`src/rtl/regwb_pkg.sv`:
```
// Shared definitions for the register-file writeback arbiter: default widths and
// writeback source encodings.
package regwb_pkg;

    localparam int REGWB_AW = 5;
    localparam int REGWB_DW = 32;

    typedef enum logic [1:0] {
        WB_IDLE = 2'b00,
        WB_WR0  = 2'b01,
        WB_WR1  = 2'b10
    } wb_src_e;

    // A write to r0 is accepted but never enabled toward Regs.
    function automatic logic addr_writable(input logic [REGWB_AW-1:0] addr);
        return (addr != {REGWB_AW{1'b0}});
    endfunction

endpackage

```
`src/rtl/regwb_if.sv`:
```
// Writeback bus between the execute/memory requesters and the arbiter, plus the
// registered write port toward Regs.
interface regwb_if #(
    parameter int AW = 5,
    parameter int DW = 32
);
    logic          req0_valid;
    logic          req0_ready;
    logic [AW-1:0] req0_addr;
    logic [DW-1:0] req0_data;
    logic          req1_valid;
    logic          req1_ready;
    logic [AW-1:0] req1_addr;
    logic [DW-1:0] req1_data;
    logic          L_S;
    logic [AW-1:0] Wt_addr;
    logic [DW-1:0] Wt_data;
    logic [1:0]    wb_src;

    modport slave (
        input  req0_valid, req0_addr, req0_data,
        input  req1_valid, req1_addr, req1_data,
        output req0_ready, req1_ready,
        output L_S, Wt_addr, Wt_data, wb_src
    );

    modport master (
        output req0_valid, req0_addr, req0_data,
        output req1_valid, req1_addr, req1_data,
        input  req0_ready, req1_ready,
        input  L_S, Wt_addr, Wt_data, wb_src
    );
endinterface

```
`src/rtl/regwb_hold.sv`:
```
// One-entry holding register with valid/ready input; can reload on the same edge
// it is drained by a grant.
module regwb_hold #(
    parameter int AW = 5,
    parameter int DW = 32
) (
    input  logic          clk,
    input  logic          rst,
    input  logic          i_valid,
    input  logic [AW-1:0] i_addr,
    input  logic [DW-1:0] i_data,
    input  logic          i_clr,
    output logic          o_ready,
    output logic          o_full,
    output logic [AW-1:0] o_addr,
    output logic [DW-1:0] o_data
);
    logic          r_full;
    logic [AW-1:0] r_addr;
    logic [DW-1:0] r_data;

    assign o_ready = !r_full || i_clr;
    assign o_full  = r_full;
    assign o_addr  = r_addr;
    assign o_data  = r_data;

    // Capture on accept, otherwise drain on grant.
    always_ff @(posedge clk or posedge rst) begin
        if (rst) begin
            r_full <= 1'b0;
            r_addr <= {AW{1'b0}};
            r_data <= {DW{1'b0}};
        end else if (i_valid && o_ready) begin
            r_full <= 1'b1;
            r_addr <= i_addr;
            r_data <= i_data;
        end else if (i_clr) begin
            r_full <= 1'b0;
        end else begin
            r_full <= r_full;
        end
    end
endmodule

```
`src/rtl/regfile_wb_arbiter.sv`:
```
// Arbitrates ALU (src0) and load (src1) writebacks onto the single Regs write port.
// Optional same-cycle read forwarding is enabled with `REGWB_FWD_EN.
module regfile_wb_arbiter
    import regwb_pkg::*;
#(
    parameter int AW         = REGWB_AW,
    parameter int DW         = REGWB_DW,
    parameter int STARVE_LIM = 3
) (
    input  logic          clk,
    input  logic          rst,
    regwb_if.slave        bus
`ifdef REGWB_FWD_EN
    ,
    input  logic [AW-1:0] rd_addr_a,
    input  logic [AW-1:0] rd_addr_b,
    output logic          fwd_hit_a,
    output logic          fwd_hit_b,
    output logic [DW-1:0] fwd_data_a,
    output logic [DW-1:0] fwd_data_b
`endif
);
    localparam logic [3:0] LIM = 4'(STARVE_LIM);

    logic          w_full0, w_full1, w_ready0, w_ready1;
    logic [AW-1:0] w_addr0, w_addr1, w_win_addr;
    logic [DW-1:0] w_data0, w_data1, w_win_data;
    logic          w_grant0, w_grant1, w_grant;
    logic [3:0]    r_starve;
    wb_src_e       r_state, w_state_nxt;
    logic          r_ls;
    logic [AW-1:0] r_wt_addr;
    logic [DW-1:0] r_wt_data;

    regwb_hold #(.AW(AW), .DW(DW)) u_hold0 (
        .clk(clk), .rst(rst),
        .i_valid(bus.req0_valid), .i_addr(bus.req0_addr), .i_data(bus.req0_data),
        .i_clr(w_grant0), .o_ready(w_ready0), .o_full(w_full0),
        .o_addr(w_addr0), .o_data(w_data0)
    );

    regwb_hold #(.AW(AW), .DW(DW)) u_hold1 (
        .clk(clk), .rst(rst),
        .i_valid(bus.req1_valid), .i_addr(bus.req1_addr), .i_data(bus.req1_data),
        .i_clr(w_grant1), .o_ready(w_ready1), .o_full(w_full1),
        .o_addr(w_addr1), .o_data(w_data1)
    );

    assign bus.req0_ready = w_ready0;
    assign bus.req1_ready = w_ready1;

    // Loads win conflicts unless the ALU has lost STARVE_LIM times in a row.
    always_comb begin
        w_grant0 = 1'b0;
        w_grant1 = 1'b0;
        if (w_full0 && w_full1) begin
            if (r_starve == LIM) begin
                w_grant0 = 1'b1;
            end else begin
                w_grant1 = 1'b1;
            end
        end else begin
            w_grant0 = w_full0;
            w_grant1 = w_full1;
        end
    end

    assign w_grant    = w_grant0 || w_grant1;
    assign w_win_addr = w_grant0 ? w_addr0 : w_addr1;
    assign w_win_data = w_grant0 ? w_data0 : w_data1;

    // Starvation counter: counts src0 losses while full, saturating at the limit.
    always_ff @(posedge clk or posedge rst) begin
        if (rst) begin
            r_starve <= 4'd0;
        end else if (w_grant0) begin
            r_starve <= 4'd0;
        end else if (w_full0 && (r_starve != LIM)) begin
            r_starve <= r_starve + 4'd1;
        end else begin
            r_starve <= r_starve;
        end
    end

    // Writeback state register.
    always_ff @(posedge clk or posedge rst) begin
        if (rst) begin
            r_state <= WB_IDLE;
        end else begin
            r_state <= w_state_nxt;
        end
    end

    // Next state follows the grant of the current cycle.
    always_comb begin
        w_state_nxt = WB_IDLE;
        case ({w_grant1, w_grant0})
            2'b01:   w_state_nxt = WB_WR0;
            2'b10:   w_state_nxt = WB_WR1;
            default: w_state_nxt = WB_IDLE;
        endcase
    end

    // Registered Regs write port; address/data hold their value when idle.
    always_ff @(posedge clk or posedge rst) begin
        if (rst) begin
            r_ls      <= 1'b0;
            r_wt_addr <= {AW{1'b0}};
            r_wt_data <= {DW{1'b0}};
        end else if (w_grant) begin
            r_ls      <= (w_win_addr != {AW{1'b0}});
            r_wt_addr <= w_win_addr;
            r_wt_data <= w_win_data;
        end else begin
            r_ls      <= 1'b0;
            r_wt_addr <= r_wt_addr;
            r_wt_data <= r_wt_data;
        end
    end

    assign bus.L_S     = r_ls;
    assign bus.Wt_addr = r_wt_addr;
    assign bus.Wt_data = r_wt_data;
    assign bus.wb_src  = r_state;

`ifdef REGWB_FWD_EN
    // Bypass the write that Regs performs at the end of this cycle.
    assign fwd_hit_a  = r_ls && (r_wt_addr == rd_addr_a) && (rd_addr_a != {AW{1'b0}});
    assign fwd_hit_b  = r_ls && (r_wt_addr == rd_addr_b) && (rd_addr_b != {AW{1'b0}});
    assign fwd_data_a = fwd_hit_a ? r_wt_data : {DW{1'b0}};
    assign fwd_data_b = fwd_hit_b ? r_wt_data : {DW{1'b0}};
`endif
endmodule
```
`src/flat_wrapper.sv`:
```
// flat-port wrapper written by rule: the top's interface ports become plain ports
module regfile_wb_arbiter_flat import regwb_pkg::*;
#(
    parameter int AW         = REGWB_AW,
    parameter int DW         = REGWB_DW,
    parameter int STARVE_LIM = 3
)
  (clk, rst, bus_req0_valid, bus_req0_addr, bus_req0_data, bus_req1_valid, bus_req1_addr, bus_req1_data, bus_req0_ready, bus_req1_ready, bus_L_S, bus_Wt_addr, bus_Wt_data, bus_wb_src);
  regwb_if #(.AW(AW), .DW(DW)) bus_i ();
  input  logic clk;
  input  logic rst;
  input wire logic [$bits(bus_i.req0_valid)-1:0] bus_req0_valid;
  input wire logic [$bits(bus_i.req0_addr)-1:0] bus_req0_addr;
  input wire logic [$bits(bus_i.req0_data)-1:0] bus_req0_data;
  input wire logic [$bits(bus_i.req1_valid)-1:0] bus_req1_valid;
  input wire logic [$bits(bus_i.req1_addr)-1:0] bus_req1_addr;
  input wire logic [$bits(bus_i.req1_data)-1:0] bus_req1_data;
  output wire logic [$bits(bus_i.req0_ready)-1:0] bus_req0_ready;
  output wire logic [$bits(bus_i.req1_ready)-1:0] bus_req1_ready;
  output wire logic [$bits(bus_i.L_S)-1:0] bus_L_S;
  output wire logic [$bits(bus_i.Wt_addr)-1:0] bus_Wt_addr;
  output wire logic [$bits(bus_i.Wt_data)-1:0] bus_Wt_data;
  output wire logic [$bits(bus_i.wb_src)-1:0] bus_wb_src;
  assign bus_i.req0_valid = bus_req0_valid;
  assign bus_i.req0_addr = bus_req0_addr;
  assign bus_i.req0_data = bus_req0_data;
  assign bus_i.req1_valid = bus_req1_valid;
  assign bus_i.req1_addr = bus_req1_addr;
  assign bus_i.req1_data = bus_req1_data;
  assign bus_req0_ready = bus_i.req0_ready;
  assign bus_req1_ready = bus_i.req1_ready;
  assign bus_L_S = bus_i.L_S;
  assign bus_Wt_addr = bus_i.Wt_addr;
  assign bus_Wt_data = bus_i.Wt_data;
  assign bus_wb_src = bus_i.wb_src;
  regfile_wb_arbiter #(.AW(AW), .DW(DW), .STARVE_LIM(STARVE_LIM)) u_core (.clk(clk), .rst(rst), .bus(bus_i));
endmodule
```
`config.mk`:
```
export PLATFORM = sky130hd
export DESIGN_NAME = regfile_wb_arbiter_flat
export DESIGN_NICKNAME = d
export VERILOG_FILES = /design/src/rtl/regwb_pkg.sv /design/src/rtl/regwb_if.sv /design/src/rtl/regwb_hold.sv /design/src/rtl/regfile_wb_arbiter.sv /design/src/flat_wrapper.sv
export SDC_FILE = /design/constraint.sdc
export NUM_CORES = 1
export LEC_CHECK = 0
export ABC_AREA = 1
export CORE_AREA = 8 8 124 92
export DETAILED_ROUTE_END_ITERATION = 16
export DIE_AREA = 0 0 132 100
export PLACE_DENSITY = 0.84
export REMOVE_ABC_BUFFERS = 1
export SLEW_MARGIN = 20
export SYNTH_ARGS = -nofsm -noshare
export SYNTH_HDL_FRONTEND = slang
export SYNTH_SLANG_ARGS = --single-unit
```
`constraint.sdc`:
```
create_clock -name clk -period 8.2 [get_ports clk]
set_input_delay 1.64 -clock clk [delete_from_list [all_inputs] [get_ports clk]]
set_output_delay 1.64 -clock clk [all_outputs]
set_load 0.005 [all_outputs]
```
## Word level (Yosys, flattened, before mapping)

Cells that the tools add are included.
W data, S select, Z words.

- Bits in registers: 120
- Output and inout port bits: 42
- Word-level logic and storage cells: 43

- Add/sub/neg operators: 1
- Eq/ne operators: 4
- Muxes and demuxes: 14
- Reductions and logical operators: 13

Operator list:

| cell | count |
|---|---|
| $mux W32 | 1 |
| $mux W1 | 9 |
| $mux W4 | 2 |
| $reduce_bool A2 Y1 | 3 |
| $mux W5 | 1 |
| $reduce_bool A5 Y1 | 1 |
| $add A4 B1 Y4 const B | 1 |
| $eq A4 B2 Y1 const B | 1 |
| $logic_and A1 B1 Y1 | 4 |
| $ne A4 B2 Y1 const B | 1 |
| $pmux W2 S2 | 1 |
| $logic_or A1 B1 Y1 | 3 |
| $eq A2 B1 Y1 const B | 1 |
| $eq A2 B2 Y1 const B | 1 |
| $logic_not A1 Y1 | 2 |

## Depth between registers and ports, before layout

- Word-level depth: 6
- Depth in mapped cells: 11
- Depth with buffers taken out: 9

## Hierarchy

A second synthesis with hierarchy kept.

- Cell total of the unflattened synthesis: 578
- Area, all modules: 5,098.6 sq um

By module, submodules not included:

| module | instances | cells each | area each (sq um) | seq. area each (sq um) |
|---|---|---|---|---|
| regwb_hold | 2 | 166 | 1,537.7 | 950.9 |
| regfile_wb_arbiter | 1 | 246 | 2,023.2 | 1,101.1 |

## Worst setup path after synthesis

No wires, ideal clock.

- Path type: register to output
- Start point: register u_core.r_starve[0]
- End point: output bus_req1_ready
- Arrival: 1.102 ns
- Slack: 5.458 ns
- Cell stages (with the launch flop): 6
- Path buffers: 1
- Path through: dfrtp_1 -> ha_1 -> nand2_2 -> o21ai_4 -> nand2_4 -> buf_2

- Word-level cells in the longest chain between the ends: 4

Ends and longest elaborated chain:

| element | RTL line | RTL |
|---|---|---|
| start, declared | regfile_wb_arbiter.sv:29 | `logic [3:0] r_starve;` |
| start signal, assigned | regfile_wb_arbiter.sv:79 | `r_starve <= r_starve + 4'd1;` |
| start signal, assigned | regfile_wb_arbiter.sv:81 | `r_starve <= r_starve;` |
| $eq A4 B2 Y1 | regfile_wb_arbiter.sv:57 | `if (r_starve == LIM) begin` |
| $mux W1 | regfile_wb_arbiter.sv:57 |  |
| $mux W1 | regfile_wb_arbiter.sv:56 | `if (w_full0 && w_full1) begin` |
| $logic_or A1 B1 Y1 | regwb_hold.sv:22 | `assign o_ready = !r_full \|\| i_clr;` |
| end, declared | flat_wrapper.sv:19 | `output wire logic [$bits(bus_i.req1_ready)-1:0] bus_req1_ready;` |

No other way between the ends.

## Worst setup path after layout

- Start point: register u_core.r_starve[1]
- End point: output bus_req1_ready

The elaborated chain is that of the path after synthesis.

==> impl_metrics.env <==
export IMPL_leakagePower_nw=3.10
export IMPL_worst_pin_slew_ns=1.03
export IMPL_synthDistinctLibCells=23
export IMPL_portBuffers=119
export IMPL_final_common_cell="nand2_1"
export IMPL_clk_path_buf_depth=2
export IMPL_power_density_nw_per_um2=413
export IMPL_grt_pass1_vias=4207
export IMPL_status="completed"
export IMPL_utilization_pct=71.0
export IMPL_rows=30
export IMPL_hold_class="reg -> reg"
export IMPL_wl_per_cell_um=16.8
export IMPL_grt_pass1_wl_mm=20.7
export IMPL_critical_path_required_ns=6.56
export IMPL_fmax_mhz=247
export IMPL_ctsResizeCount=0
export IMPL_clockRootBuffer="clkbuf_16"
export IMPL_period_minus_slack_ns=4.06
export IMPL_n_antenna_cell=0
export IMPL_drv_slew=0
export IMPL_peakVddDrop_mv=0.209
export IMPL_fin_crit_sh_pct=49.5
export IMPL_drive_gt1_share_pct=10.5
export IMPL_avgSynthCellArea_um2=10.1
export IMPL_cts_setup_buffers=0
export IMPL_n_fill_cell=686
export IMPL_drtIter0Drc=304
export IMPL_cap_viol_max_count=0
export IMPL_clk_latency_ns=0.40
export IMPL_die_area_um2=13200
export IMPL_antenna_found_initial=0
export IMPL_rsz0062_at_grt="no"
export IMPL_ant_nets=0
export IMPL_crit_path_max_fanout=23
export IMPL_critPathLaunchType="flip-flop"
export IMPL_relSlewSlack_pct=31.1
export IMPL_synth_seq_area_share_pct=61.8
export IMPL_layout_area_overhead_vs_synth_pct=37.7
export IMPL_dr_pass1_iters=5
export IMPL_final_cell_mix="nand2_1, dfrtp_1, clkdlybuf4s50_1"
export IMPL_die_y_um=100
export IMPL_multi_input_area_um2=1560
export IMPL_setup_viol=0
export IMPL_hold_ws_ns=0.474
export IMPL_gp_congestion=0.769
export IMPL_io_pins=120
export IMPL_finClkSkew_ns=0.0128
export IMPL_timing_setup_tns_ns=0
export IMPL_crit_arrival_ns=2.42
export IMPL_final_nets=676
export IMPL_grt_overflow=0
export IMPL_vias=3827
export IMPL_crit_type="reg -> out"
export IMPL_avgViaCountPerCell=5.19
export IMPL_yosysWarningCount=0
export IMPL_totalWireLength_mm=12.4
export IMPL_drc=0
export IMPL_start_util_pct=51.6
export IMPL_synth_area_um2=4860
export IMPL_grt_total_usage_pct=19.5
export IMPL_core_um2=9420
export IMPL_cts_tree="done"
export IMPL_cts_buffers_inserted=17
export IMPL_grt_max_degree=64
export IMPL_hold_violations=0
export IMPL_cts_hold_buf=0
export IMPL_dp_hpwl_mm=8.16
export IMPL_ys_ff_latch=120
export IMPL_clock_sinks=120
export IMPL_synthCells=482
export IMPL_endpoint_kind="output pin"
export IMPL_ctsHtreeMaxLevel=4
export IMPL_regArea_um2=3000
export IMPL_fp_dieW_um=132
export IMPL_clk_pin_slew_worst_paths_ns=0.05
==> through the flow <==
stage	setup WS [ns]	cell area (µm²)	std cells	power, mW
global route	4.02	6690	738	2.94
finish	4.14	6690	738	2.76
detailed placement	4.58	6070	706	1.99
CTS	4.14	6690	738	2.79
floorplan	3.37	4690	457	1.53
global placement	4.69	6070	706	1.93
==> cell families after synthesis <==
kind of cell,share of synthesized area [%]
AO/OA/AOI/OAI,6.95
XOR/XNOR,0.361
adder cells (fa/ha/maj),0.257
buffers and inverters,6.28
flip-flops,61.8
multiplexers,5.33
AND/OR/NAND/NOR,19.0
==> power breakdown <==
group          total, mW  switching [mW]  internal, mW
logic              0.943           0.505         0.438
registers           1.04           0.161         0.883
clock network      0.776           0.245         0.531
total               2.76           0.911          1.85
==> per-layer routing <==
layer / wire length [µm] / up-vias / GRT usage, %
met1: 5210 / 1892 / 23.7
met2: 6370 / 135 / 32.6
li1: - / 1794 / -
met5: 0 / - / 0
met4: 49 / 0 / 7.12
met3: 777 / 6 / 5.69
==> cell usage after synthesis, drive strengths merged <==
| cell type | number | area [µm²] |
|---|---|---|
| xnor2 | 1 | 8.76 |
| o211ai | 1 | 7.51 |
| o31ai | 1 | 7.51 |
| o21ai | 10 | 61.3 |
| mux2 | 23 | 259 |
| nor2 | 35 | 131 |
| a21oi | 31 | 155 |
| dfrtp | 120 | 3000 |
| inv | 37 | 139 |
| buf | 18 | 140 |
| xor2 | 1 | 8.76 |
| ha | 1 | 12.5 |
| nand3 | 50 | 250 |
| a32o | 1 | 10.0 |
| o221ai | 11 | 96.3 |
| nand2 | 134 | 543 |
| clkbuf | 7 | 26.3 |
==> area by class of cell <==
cell class,count,share of cell area [%]
Clock inverter,8,2.13
Inverter,37,2.11
Timing Repair Buffer,121,18.0
Sequential cell,120,44.9
Multi-Input combinational cell,300,23.3
Tap cell,128,2.39
Clock buffer,24,7.20
==> final timing paths <==
kind | slack [ns] | cells after the start | end | from
min reg2reg | 0.47 | 2 | u_core.u_hold1.o_data[29]$_DFFE_PP0P_ | u_core.u_hold1.o_data[29]$_DFFE_PP0P_
min in group asynchronous | 1.71 | 2 | u_core.bus.Wt_addr[0]$_DFFE_PP0P_ | rst
max | 4.14 | 5 | bus_req1_ready | u_core.r_starve[1]$_DFFE_PP0P_
max reg2reg | 5.83 | 7 | u_core.u_hold1.o_data[0]$_DFFE_PP0P_ | u_core.r_starve[1]$_DFFE_PP0P_
max in group asynchronous | 5.25 | 3 | u_core.bus.Wt_data[9]$_DFFE_PP0P_ | rst
min | 0.47 | 2 | u_core.u_hold1.o_data[29]$_DFFE_PP0P_ | u_core.u_hold1.o_data[29]$_DFFE_PP0P_
==> flip-flops by register name, summed over array words and instances (netlist names) <==
register / cells
u_core.bus.L_S: 1
u_core.u_hold1.o_addr: 5
u_core.r_starve: 4
u_core.u_hold0.o_data: 32
u_core.u_hold1.o_data: 32
u_core.bus.Wt_addr: 5
u_core.bus.wb_src: 2
u_core.u_hold1.o_full: 1
u_core.u_hold0.o_full: 1
u_core.bus.Wt_data: 32
u_core.u_hold0.o_addr: 5
==> critical path, stage by stage, from the launching register on <==
cell,delay (ns)
dfrtp_1,0.38
ha_1,0.23
nand2_2,0.12
o21ai_4,0.44
nand2_4,0.30
clkdlybuf4s50_1,0.54
No activity file was read; power rests on OpenSTA's default activity.
